$ cat src/rtl/hls_ctrl_pkg.sv
// Shared constants for the HLS MAC kernel driver: FSM state encodings and
// default sizing of the operand/result path.
package hls_ctrl_pkg;

   localparam int DEF_DATA_WIDTH = 32;
   localparam int DEF_FIFO_DEPTH = 8;
   localparam int DEF_TIMEOUT    = 64;

   localparam logic [1:0] ST_IDLE   = 2'd0;
   localparam logic [1:0] ST_ACTIVE = 2'd1;
   localparam logic [1:0] ST_DRAIN  = 2'd2;
   localparam logic [1:0] ST_ERROR  = 2'd3;

endpackage

$ cat src/rtl/hls_result_fifo.sv
// First-word fall-through result buffer with occupancy count; a push into a
// full buffer is dropped unless a pop frees the slot in the same cycle.
module hls_result_fifo
   import hls_ctrl_pkg::*;
#(
   parameter int DATA_WIDTH = DEF_DATA_WIDTH,
   parameter int DEPTH      = DEF_FIFO_DEPTH
) (
   input  logic                       ap_clk,
   input  logic                       ap_rst_n,
   input  logic                       push,
   input  logic [DATA_WIDTH-1:0]      push_data,
   input  logic                       pop,
   output logic [DATA_WIDTH-1:0]      head,
   output logic                       full,
   output logic                       empty,
   output logic [$clog2(DEPTH):0]     count
);

   localparam int AW = $clog2(DEPTH);

   logic [DATA_WIDTH-1:0] mem [DEPTH];
   logic [AW-1:0]         wr_ptr;
   logic [AW-1:0]         rd_ptr;
   logic                  do_push;
   logic                  do_pop;

   assign full    = (count == (AW+1)'(DEPTH));
   assign empty   = (count == '0);
   assign do_pop  = pop && !empty;
   assign do_push = push && (!full || do_pop);
   assign head    = empty ? '0 : mem[rd_ptr];

   // NOTE: storage has no reset; only pointers and count need a defined
   // value, and leaving the array unreset lets it map onto RAM.
   always_ff @(posedge ap_clk) begin
      if (do_push) mem[wr_ptr] <= push_data;
   end

   always_ff @(posedge ap_clk or negedge ap_rst_n) begin
      if (!ap_rst_n) begin
         wr_ptr <= '0;
         rd_ptr <= '0;
         count  <= '0;
      end else begin
         if (do_push) wr_ptr <= wr_ptr + 1'b1;
         if (do_pop)  rd_ptr <= rd_ptr + 1'b1;
         case ({do_push, do_pop})
            2'b10:   count <= count + 1'b1;
            2'b01:   count <= count - 1'b1;
            default: count <= count;
         endcase
      end
   end

endmodule

$ cat src/rtl/hls_mac_driver.sv
// Credit-based driver for a pipelined a*b+c kernel: issues operand triples,
// tracks work in flight, buffers results in order and detects protocol errors.
module hls_mac_driver
   import hls_ctrl_pkg::*;
#(
   parameter int DATA_WIDTH = DEF_DATA_WIDTH,
   parameter int FIFO_DEPTH = DEF_FIFO_DEPTH,
   parameter int TIMEOUT    = DEF_TIMEOUT
) (
   input  logic                        ap_clk,
   input  logic                        ap_rst_n,
   input  logic                        s_valid,
   output logic                        s_ready,
   input  logic [DATA_WIDTH-1:0]       s_a,
   input  logic [DATA_WIDTH-1:0]       s_b,
   input  logic [DATA_WIDTH-1:0]       s_c,
   output logic                        k_start,
   output logic [DATA_WIDTH-1:0]       k_a,
   output logic [DATA_WIDTH-1:0]       k_b,
   output logic [DATA_WIDTH-1:0]       k_c,
   input  logic                        k_done,
   input  logic [DATA_WIDTH-1:0]       k_result,
   output logic                        m_valid,
   input  logic                        m_ready,
   output logic [DATA_WIDTH-1:0]       m_data,
   input  logic                        flush,
   output logic [$clog2(FIFO_DEPTH):0] inflight,
   output logic                        busy,
   output logic                        err
);

   localparam int CW = $clog2(FIFO_DEPTH) + 1;
   localparam int TW = $clog2(TIMEOUT + 1);
   localparam logic [CW:0] DEPTH_U = (CW+1)'(FIFO_DEPTH);

   logic [1:0]    state;
   logic [1:0]    state_nxt;
   logic [CW-1:0] fifo_count;
   logic          fifo_full;
   logic          fifo_empty;
   logic [TW-1:0] tmo_cnt;
   logic [CW:0]   used;
   logic          accept;
   logic          issue;
   logic          pop;
   logic          done_ok;
   logic          err_event;

   assign used = {1'b0, inflight} + {1'b0, fifo_count};

   // Gated by the raw reset so the stream sees no ready while held in reset.
   assign s_ready = ap_rst_n && ((state == ST_IDLE) || (state == ST_ACTIVE))
                    && !flush && (used < DEPTH_U);

   assign accept  = s_valid && s_ready;
   assign m_valid = !fifo_empty;
   assign pop     = m_valid && m_ready;
   assign done_ok = k_done && (inflight != '0);

   assign err_event = (k_done && (inflight == '0))
                    || (k_done && fifo_full && !pop)
                    || ((tmo_cnt == TW'(TIMEOUT - 1)) && (inflight != '0) && !k_done);

   assign issue = accept && !err_event;
   assign busy  = (state != ST_IDLE);
   assign err   = (state == ST_ERROR);

   hls_result_fifo #(
      .DATA_WIDTH (DATA_WIDTH),
      .DEPTH      (FIFO_DEPTH)
   ) u_fifo (
      .ap_clk    (ap_clk),
      .ap_rst_n  (ap_rst_n),
      .push      (done_ok),
      .push_data (k_result),
      .pop       (pop),
      .head      (m_data),
      .full      (fifo_full),
      .empty     (fifo_empty),
      .count     (fifo_count)
   );

   // NOTE: every signal gets a default before the case so no path leaves it
   // unassigned, which would otherwise infer a latch.
   always_comb begin
      state_nxt = state;
      case (state)
         ST_IDLE:   if (s_valid && !flush) state_nxt = ST_ACTIVE;
         ST_ACTIVE: if (flush) state_nxt = ST_DRAIN;
         ST_DRAIN:  if ((inflight == '0) && fifo_empty) state_nxt = ST_IDLE;
         default:   state_nxt = state;
      endcase
      if (err_event) state_nxt = ST_ERROR;
   end

   // NOTE: state registers use non-blocking assignments so every flop samples
   // pre-edge values regardless of statement order.
   always_ff @(posedge ap_clk or negedge ap_rst_n) begin
      if (!ap_rst_n) begin
         state    <= ST_IDLE;
         inflight <= '0;
         tmo_cnt  <= '0;
         k_start  <= 1'b0;
         k_a      <= '0;
         k_b      <= '0;
         k_c      <= '0;
      end else begin
         state   <= state_nxt;
         k_start <= issue;
         if (issue) begin
            k_a <= s_a;
            k_b <= s_b;
            k_c <= s_c;
         end
         case ({issue, done_ok})
            2'b10:   inflight <= inflight + 1'b1;
            2'b01:   inflight <= inflight - 1'b1;
            default: inflight <= inflight;
         endcase
         // Counts idle cycles of outstanding work; any completion is progress.
         if (k_done || (inflight == '0))
            tmo_cnt <= '0;
         else if (state != ST_ERROR)
            tmo_cnt <= tmo_cnt + 1'b1;
      end
   end

endmodule
$ cat config.mk
export PLATFORM = sky130hd
export DESIGN_NAME = hls_mac_driver
export DESIGN_NICKNAME = d
export VERILOG_FILES = /design/src/rtl/hls_ctrl_pkg.sv /design/src/rtl/hls_result_fifo.sv /design/src/rtl/hls_mac_driver.sv
export SDC_FILE = /design/constraint.sdc
export NUM_CORES = 1
export LEC_CHECK = 0
export CORE_ASPECT_RATIO = 0.6
export CORE_MARGIN = 3
export CORE_UTILIZATION = 56
export DETAILED_ROUTE_END_ITERATION = 8
export PLACE_DENSITY_LB_ADDON = 0.2
export SLEW_MARGIN = 15
export SYNTH_ARGS = -nofsm -noshare
export SYNTH_HDL_FRONTEND = slang
export SYNTH_SLANG_ARGS = --single-unit
$ cat constraint.sdc
create_clock -name ap_clk -period 8.6 [get_ports ap_clk]
set_input_delay 1.72 -clock ap_clk [delete_from_list [all_inputs] [get_ports ap_clk]]
set_output_delay 1.72 -clock ap_clk [all_outputs]
set_load 0.02 [all_outputs]
# Word-level counts from Yosys, hierarchy flattened

Memory sizes are Yosys's and may differ from the RTL's.
Index checks and enable logic that the tools add are counted.

Memories: 1
Memory bits (writable): 256
Output and inout port bits: 137
Bits of input ports: 134
Flip-flop bits (word level): 120
Logic and storage cells: 82

Memory list:

| memory     | depth | bits a word | read ports | clocked after Yosys merged registers in | wr ports | RTL line              | RTL |
|---|---|---|---|---|---|---|---|
| u_fifo.mem | 8     | 32          | 1          | 0                                       | 1        | hls_result_fifo.sv:22 | `logic [DATA_WIDTH-1:0] mem [DEPTH];` |

Magnitude comparators: 1
Add/sub/neg operators: 8
Equal/unequal tests: 13
Reductions and logical operators: 37
Multiplexer cells: 12

Operator list:

| operator              | count |
|---|---|
| $mux W32              | 1 |
| $logic_and A1 B1 Y1   | 16 |
| $pmux W4 S2           | 2 |
| $mux W7               | 2 |
| $add A4 B1 Y4 const B | 2 |
| $eq A2 B2 Y1 const B  | 4 |
| $logic_not A4 Y1      | 2 |
| $mux W2               | 4 |
| $reduce_bool A2 Y1    | 4 |
| $reduce_bool A4 Y1    | 2 |
| $sub A4 B1 Y4 const B | 2 |
| $add A7 B1 Y7 const B | 1 |
| $eq A7 B6 Y1 const B  | 1 |
| $add A3 B1 Y3 const B | 2 |
| $eq A2 B1 Y1 const B  | 3 |
| $logic_not A1 Y1      | 6 |
| $ne A3 B3 Y1 const B  | 2 |
| $pmux W2 S3           | 1 |
| $add A4 B4 Y5         | 1 |
| $logic_or A1 B1 Y1    | 5 |
| $lt A5 B4 Y1 const B  | 1 |
| $eq A4 B4 Y1 const B  | 1 |
| $reduce_and A4 Y1     | 1 |
| $ne A3 B2 Y1 const B  | 1 |
| other kinds (3)       | 4 |

# Depth between registers and ports, before layout

Depth after elaboration: 11
Depth in mapped cells: 12
Gate-level depth less buffers: 11

# Cells and area by module

Synthesis repeated with hierarchy kept, for this count alone.

Cell total of the unflattened synthesis: 771
Area, all modules: 14955.6 um^2

Modules (own cells, without submodules):

| module          | sequential area each (um^2) | times used | area each (um^2) | cells each |
|---|---|---|---|---|
| hls_result_fifo | 7937.6                      | 1          | 10398.7          | 476 |
| hls_mac_driver  | 2752.6                      | 1          | 4556.9           | 295 |

# Least setup slack after synthesis

OpenSTA, ideal clock, no wires.

Kind: input to register
Start: in m_ready
End: mem u_fifo.mem[2][0] in the netlist's numbering (enable)
Data arrival time: 5.550 ns
Required time: 8.087 ns
Setup time: 0.513 ns
Setup slack: 2.538 ns
Path buffers: 0
Stages: 3
Cells stage by stage: o311a_2 > clkinv_1 > nor4b_1

Longest elaborated chain between the ends: 6

RTL lines:

| item                          | RTL line              | RTL |
|---|---|---|
| start, declared               | hls_mac_driver.sv:24  | `input logic m_ready,` |
| $logic_and A1 B1 Y1           | hls_mac_driver.sv:57  | `assign pop = m_valid && m_ready;` |
| $logic_and A1 B1 Y1           | hls_result_fifo.sv:30 | `assign do_pop = pop && !empty;` |
| $logic_or A1 B1 Y1            | hls_result_fifo.sv:31 | `assign do_push = push && (!full \|\| do_pop);` |
| $logic_and A1 B1 Y1           | hls_result_fifo.sv:31 |  |
| $mux W1                       | hls_result_fifo.sv:37 | `if (do_push) mem[wr_ptr] <= push_data;` |
| $mux W1 (implied by the code) | hls_result_fifo.sv:37 |  |
| end, declared                 | hls_result_fifo.sv:22 |  |

No other way between the ends.

# Worst setup path in the final report

Start: reg u_fifo.rd_ptr[0]
End: out m_data[16]

Longest elaborated chain between the ends: 2

RTL lines:

| item                   | RTL line              | RTL |
|---|---|---|
| start, declared        | hls_result_fifo.sv:24 | `logic [AW-1:0] rd_ptr;` |
| start signal, assigned | hls_result_fifo.sv:47 | `if (do_pop) rd_ptr <= rd_ptr + 1'b1;` |
| $mem_v2 Z8 W32         | --                    |  |
| $mux W32               | hls_result_fifo.sv:32 | `assign head = empty ? '0 : mem[rd_ptr];` |
| end, declared          | hls_mac_driver.sv:25  | `output logic [DATA_WIDTH-1:0] m_data,` |

No other way between the ends.

==> flow_summary.toml <==
[worst_setup_path]
startpoint_type = "flip-flop"
endpoint_kind = "output port"
worst-path-max-fanout = 42
cp.arrival_ns = 3.50
worstSetupPathType = "flip-flop to output port"
cp_data_required_time_ns = 6.88

[clock_tree]
ctsHoldBuffers = 0
clk_latency_ns = 0.52
clkTransAtPathRegs_ns = 0.06
ctsLongestPathBuffers = 3
cts_tree = "yes"
cts_resized = 0
clock-sinks = 376
htreeDepth = 2
cts_buffers = 35
clockRootBuffer = "clkbuf_16"
postCtsSetupRepairBufs = 0

[timing]
fmax_mhz = 191
slew_violations = 0
setup_viol = 0
setup-tns-final_ns = 0
finalHoldViolations = 0
finalCriticalPeriod_ns = 5.22
rsz0062_at_grt = "no"
slew_headroom_pct = 23.6
worst_pin_slew_ns = 1.14
finalCritPeriodShare_pct = 60.8
skew_ns = 0.0176

[power]
peakVddDrop_mv = 0.233
seqPwrFrac_pct = 38.7
leakage_nw = 7.27
p_sw_mw = 2.10
cellInternalPower_mw = 4.47
combPwrFrac_pct = 38.2
powerDensity_mw_per_mm2 = 344
switching_share_pct = 32.0
p_total_mw = 6.57
p_clk_share_pct = 23.2

[synthesis]
syn_nets = 909
yosysTopAreaCell = "edfxtp_1"
ys.warnings.count = 0
synth_area_per_cell_um2 = 19.5
yosys.area.top_type_share_pct = 52.0
syn_area_mm2 = 0.0148
seq_area_frac_synth_pct = 72.3
ys_ff_latch = 376
synth_cells = 757
synthTopCellsByArea = "edfxtp_1, dfrtp_1, mux4_2"
ys_types = 41

[routing]
via_per_inst = 5.51
vias = 7861
antenna_left = 0
drt_iter0_drc = 601
wire_per_inst_um = 22.3
wl_um = 31800
drc = 0
dr.pass1.iters = 5

[global_routing]
grt_usage_pct = 22.8
grt_max_degree = 79
antenna_found_initial = 2
overflow = 0
grt_pass1_vias = 8214
grt_first_pass_wirelength_um = 49300

[layout]
drive_gt1_share_pct = 22.9
final_common_cell = "clkdlybuf4s50_1"
nNetsFinal = 1200
syn2layout_area_growth_pct = 29.2
diodes = 0
layout_common_cells = "clkdlybuf4s50_1, edfxtp_1, dfrtp_1"

[flow_run]
max_cap_viol_count = 0

[hold_path]
hold_path_class = "flip-flop to flip-flop"

[die]
design.die.area_mm2 = 0.0285
ios = 271
num_rows = 45
initial_utilization_pct = 57.7
fp.dieH_um = 132
die_w_um = 216
core_area_mm2 = 0.0256

[status]
status = "completed"

[place]
dp_hpwl_um = 19900
portBuffers = 270
gp_congestion = 0.799
## critical path, cell delays in order (launching register included)
cell,delay (ns)
dfrtp_4,0.73
buf_4,0.74
mux4_2,0.59
mux2i_1,0.22
nor2_1,0.09
clkdlybuf4s50_1,0.57
## sequential cells by signal, indices dropped and copies added, names as in the netlist
| signal | count |
|---|---|
| u_fifo.count | 4 |
| inflight | 4 |
| u_fifo.rd_ptr | 3 |
| u_fifo.wr_ptr | 3 |
| u_fifo.mem | 256 |
| k_a | 32 |
| tmo_cnt | 7 |
| k_start | 1 |
| state | 2 |
| k_b | 32 |
| k_c | 32 |
## power groups by stage
| stage | Sequential (mW) | Combinational, mW | Clock (mW) |
|---|---|---|---|
| global route | 2.59 | 2.68 | 1.64 |
| finish | 2.54 | 2.51 | 1.52 |
| floorplan | 2.72 | 1.30 | 0 |
| global placement | 2.56 | 2.49 | 0 |
| CTS | 2.54 | 2.54 | 1.56 |
| detailed placement | 2.57 | 2.52 | 0 |
## synthesized netlist by cell type
cell / count
nor2_1: 46
nor3_1: 2
mux2_4: 20
o21ai_0: 6
xnor2_1: 10
clkinv_1: 1
mux4_2: 64
and4_1: 1
buf_2: 12
o211ai_2: 1
ha_1: 16
or3_1: 2
buf_1: 5
and3b_1: 1
dfrtp_1: 120
mux2i_1: 36
xor2_1: 6
a21boi_0: 1
nor4_1: 3
mux2_2: 77
nand2b_1: 2
a211oi_1: 1
a41oi_2: 1
clkbuf_1: 14
nand3_1: 3
nand3b_1: 1
nor2b_1: 2
a21o_1: 2
nand4_1: 1
inv_1: 14
o311a_2: 1
nor4b_1: 2
buf_6: 3
and4b_1: 2
nor3b_1: 4
nand2_1: 12
edfxtp_1: 256
and2_1: 1
fa_1: 2
a21oi_1: 2
or4_4: 1
## per-layer routing
layer / global-route usage, % / vias up / routed length [µm]
met2: 36.0 / 239 / 15300
met5: 0 / - / 27
met4: 5.94 / 4 / 641
li1: - / 3522 / -
met1: 33.0 / 4041 / 13700
met3: 4.91 / 55 / 2070
## layout make-up
type	count	area (µm²)
inverter	15	56.3
sequential	376	10700
tap	352	440
multi-input combinational	332	3940
clock buffer	51	1010
clock inverter	12	125
timing repair buffer	288	2840
fill	1577	6520
## stage by stage
stage	cell area [µm²]	worst slack, ns	util (%)	cells	hold WS (ns)
2_1_floorplan	14800	2.54	-	757	0.491
3_3_place_gp	18000	3.47	70.1	1363	0.487
3_5_place_dp	18000	3.50	70.1	1363	0.491
4_1_cts	19100	3.29	74.6	1426	0.507
5_1_grt	19100	3.10	74.6	1426	0.519
6_report	19100	3.38	74.6	1426	0.505
## worst paths after layout
check / startpoint / endpoint / slack (ns) / cells after the start
max: u_fifo.rd_ptr[0] / m_data[16] / 3.38 / 5
min in group asynchronous: ap_rst_n / k_b[29] / 1.19 / 1
max in group asynchronous: ap_rst_n / k_c[0] / 5.99 / 2
min: k_a[20] / k_a[20] / 0.50 / 1
min reg2reg: k_a[20] / k_a[20] / 0.50 / 1
max reg2reg: u_fifo.count[0] / k_b[27] / 5.27 / 6
## logic make-up (layout without fill, tap and decap cells)
kind of cell    count (synthesis)  count (layout)  share of synthesized area [%]
flops                         376             376                           72.3
mux                           197             197                           20.1
simple gates                   86              86                           2.81
buf+inv                        49             366                           1.50
fa+ha+maj                      18              18                           1.62
xor+xnor                       16              16                          0.948
compound gates                 15              15                          0.745
Note: power is estimated with default switching activity, not from simulation.
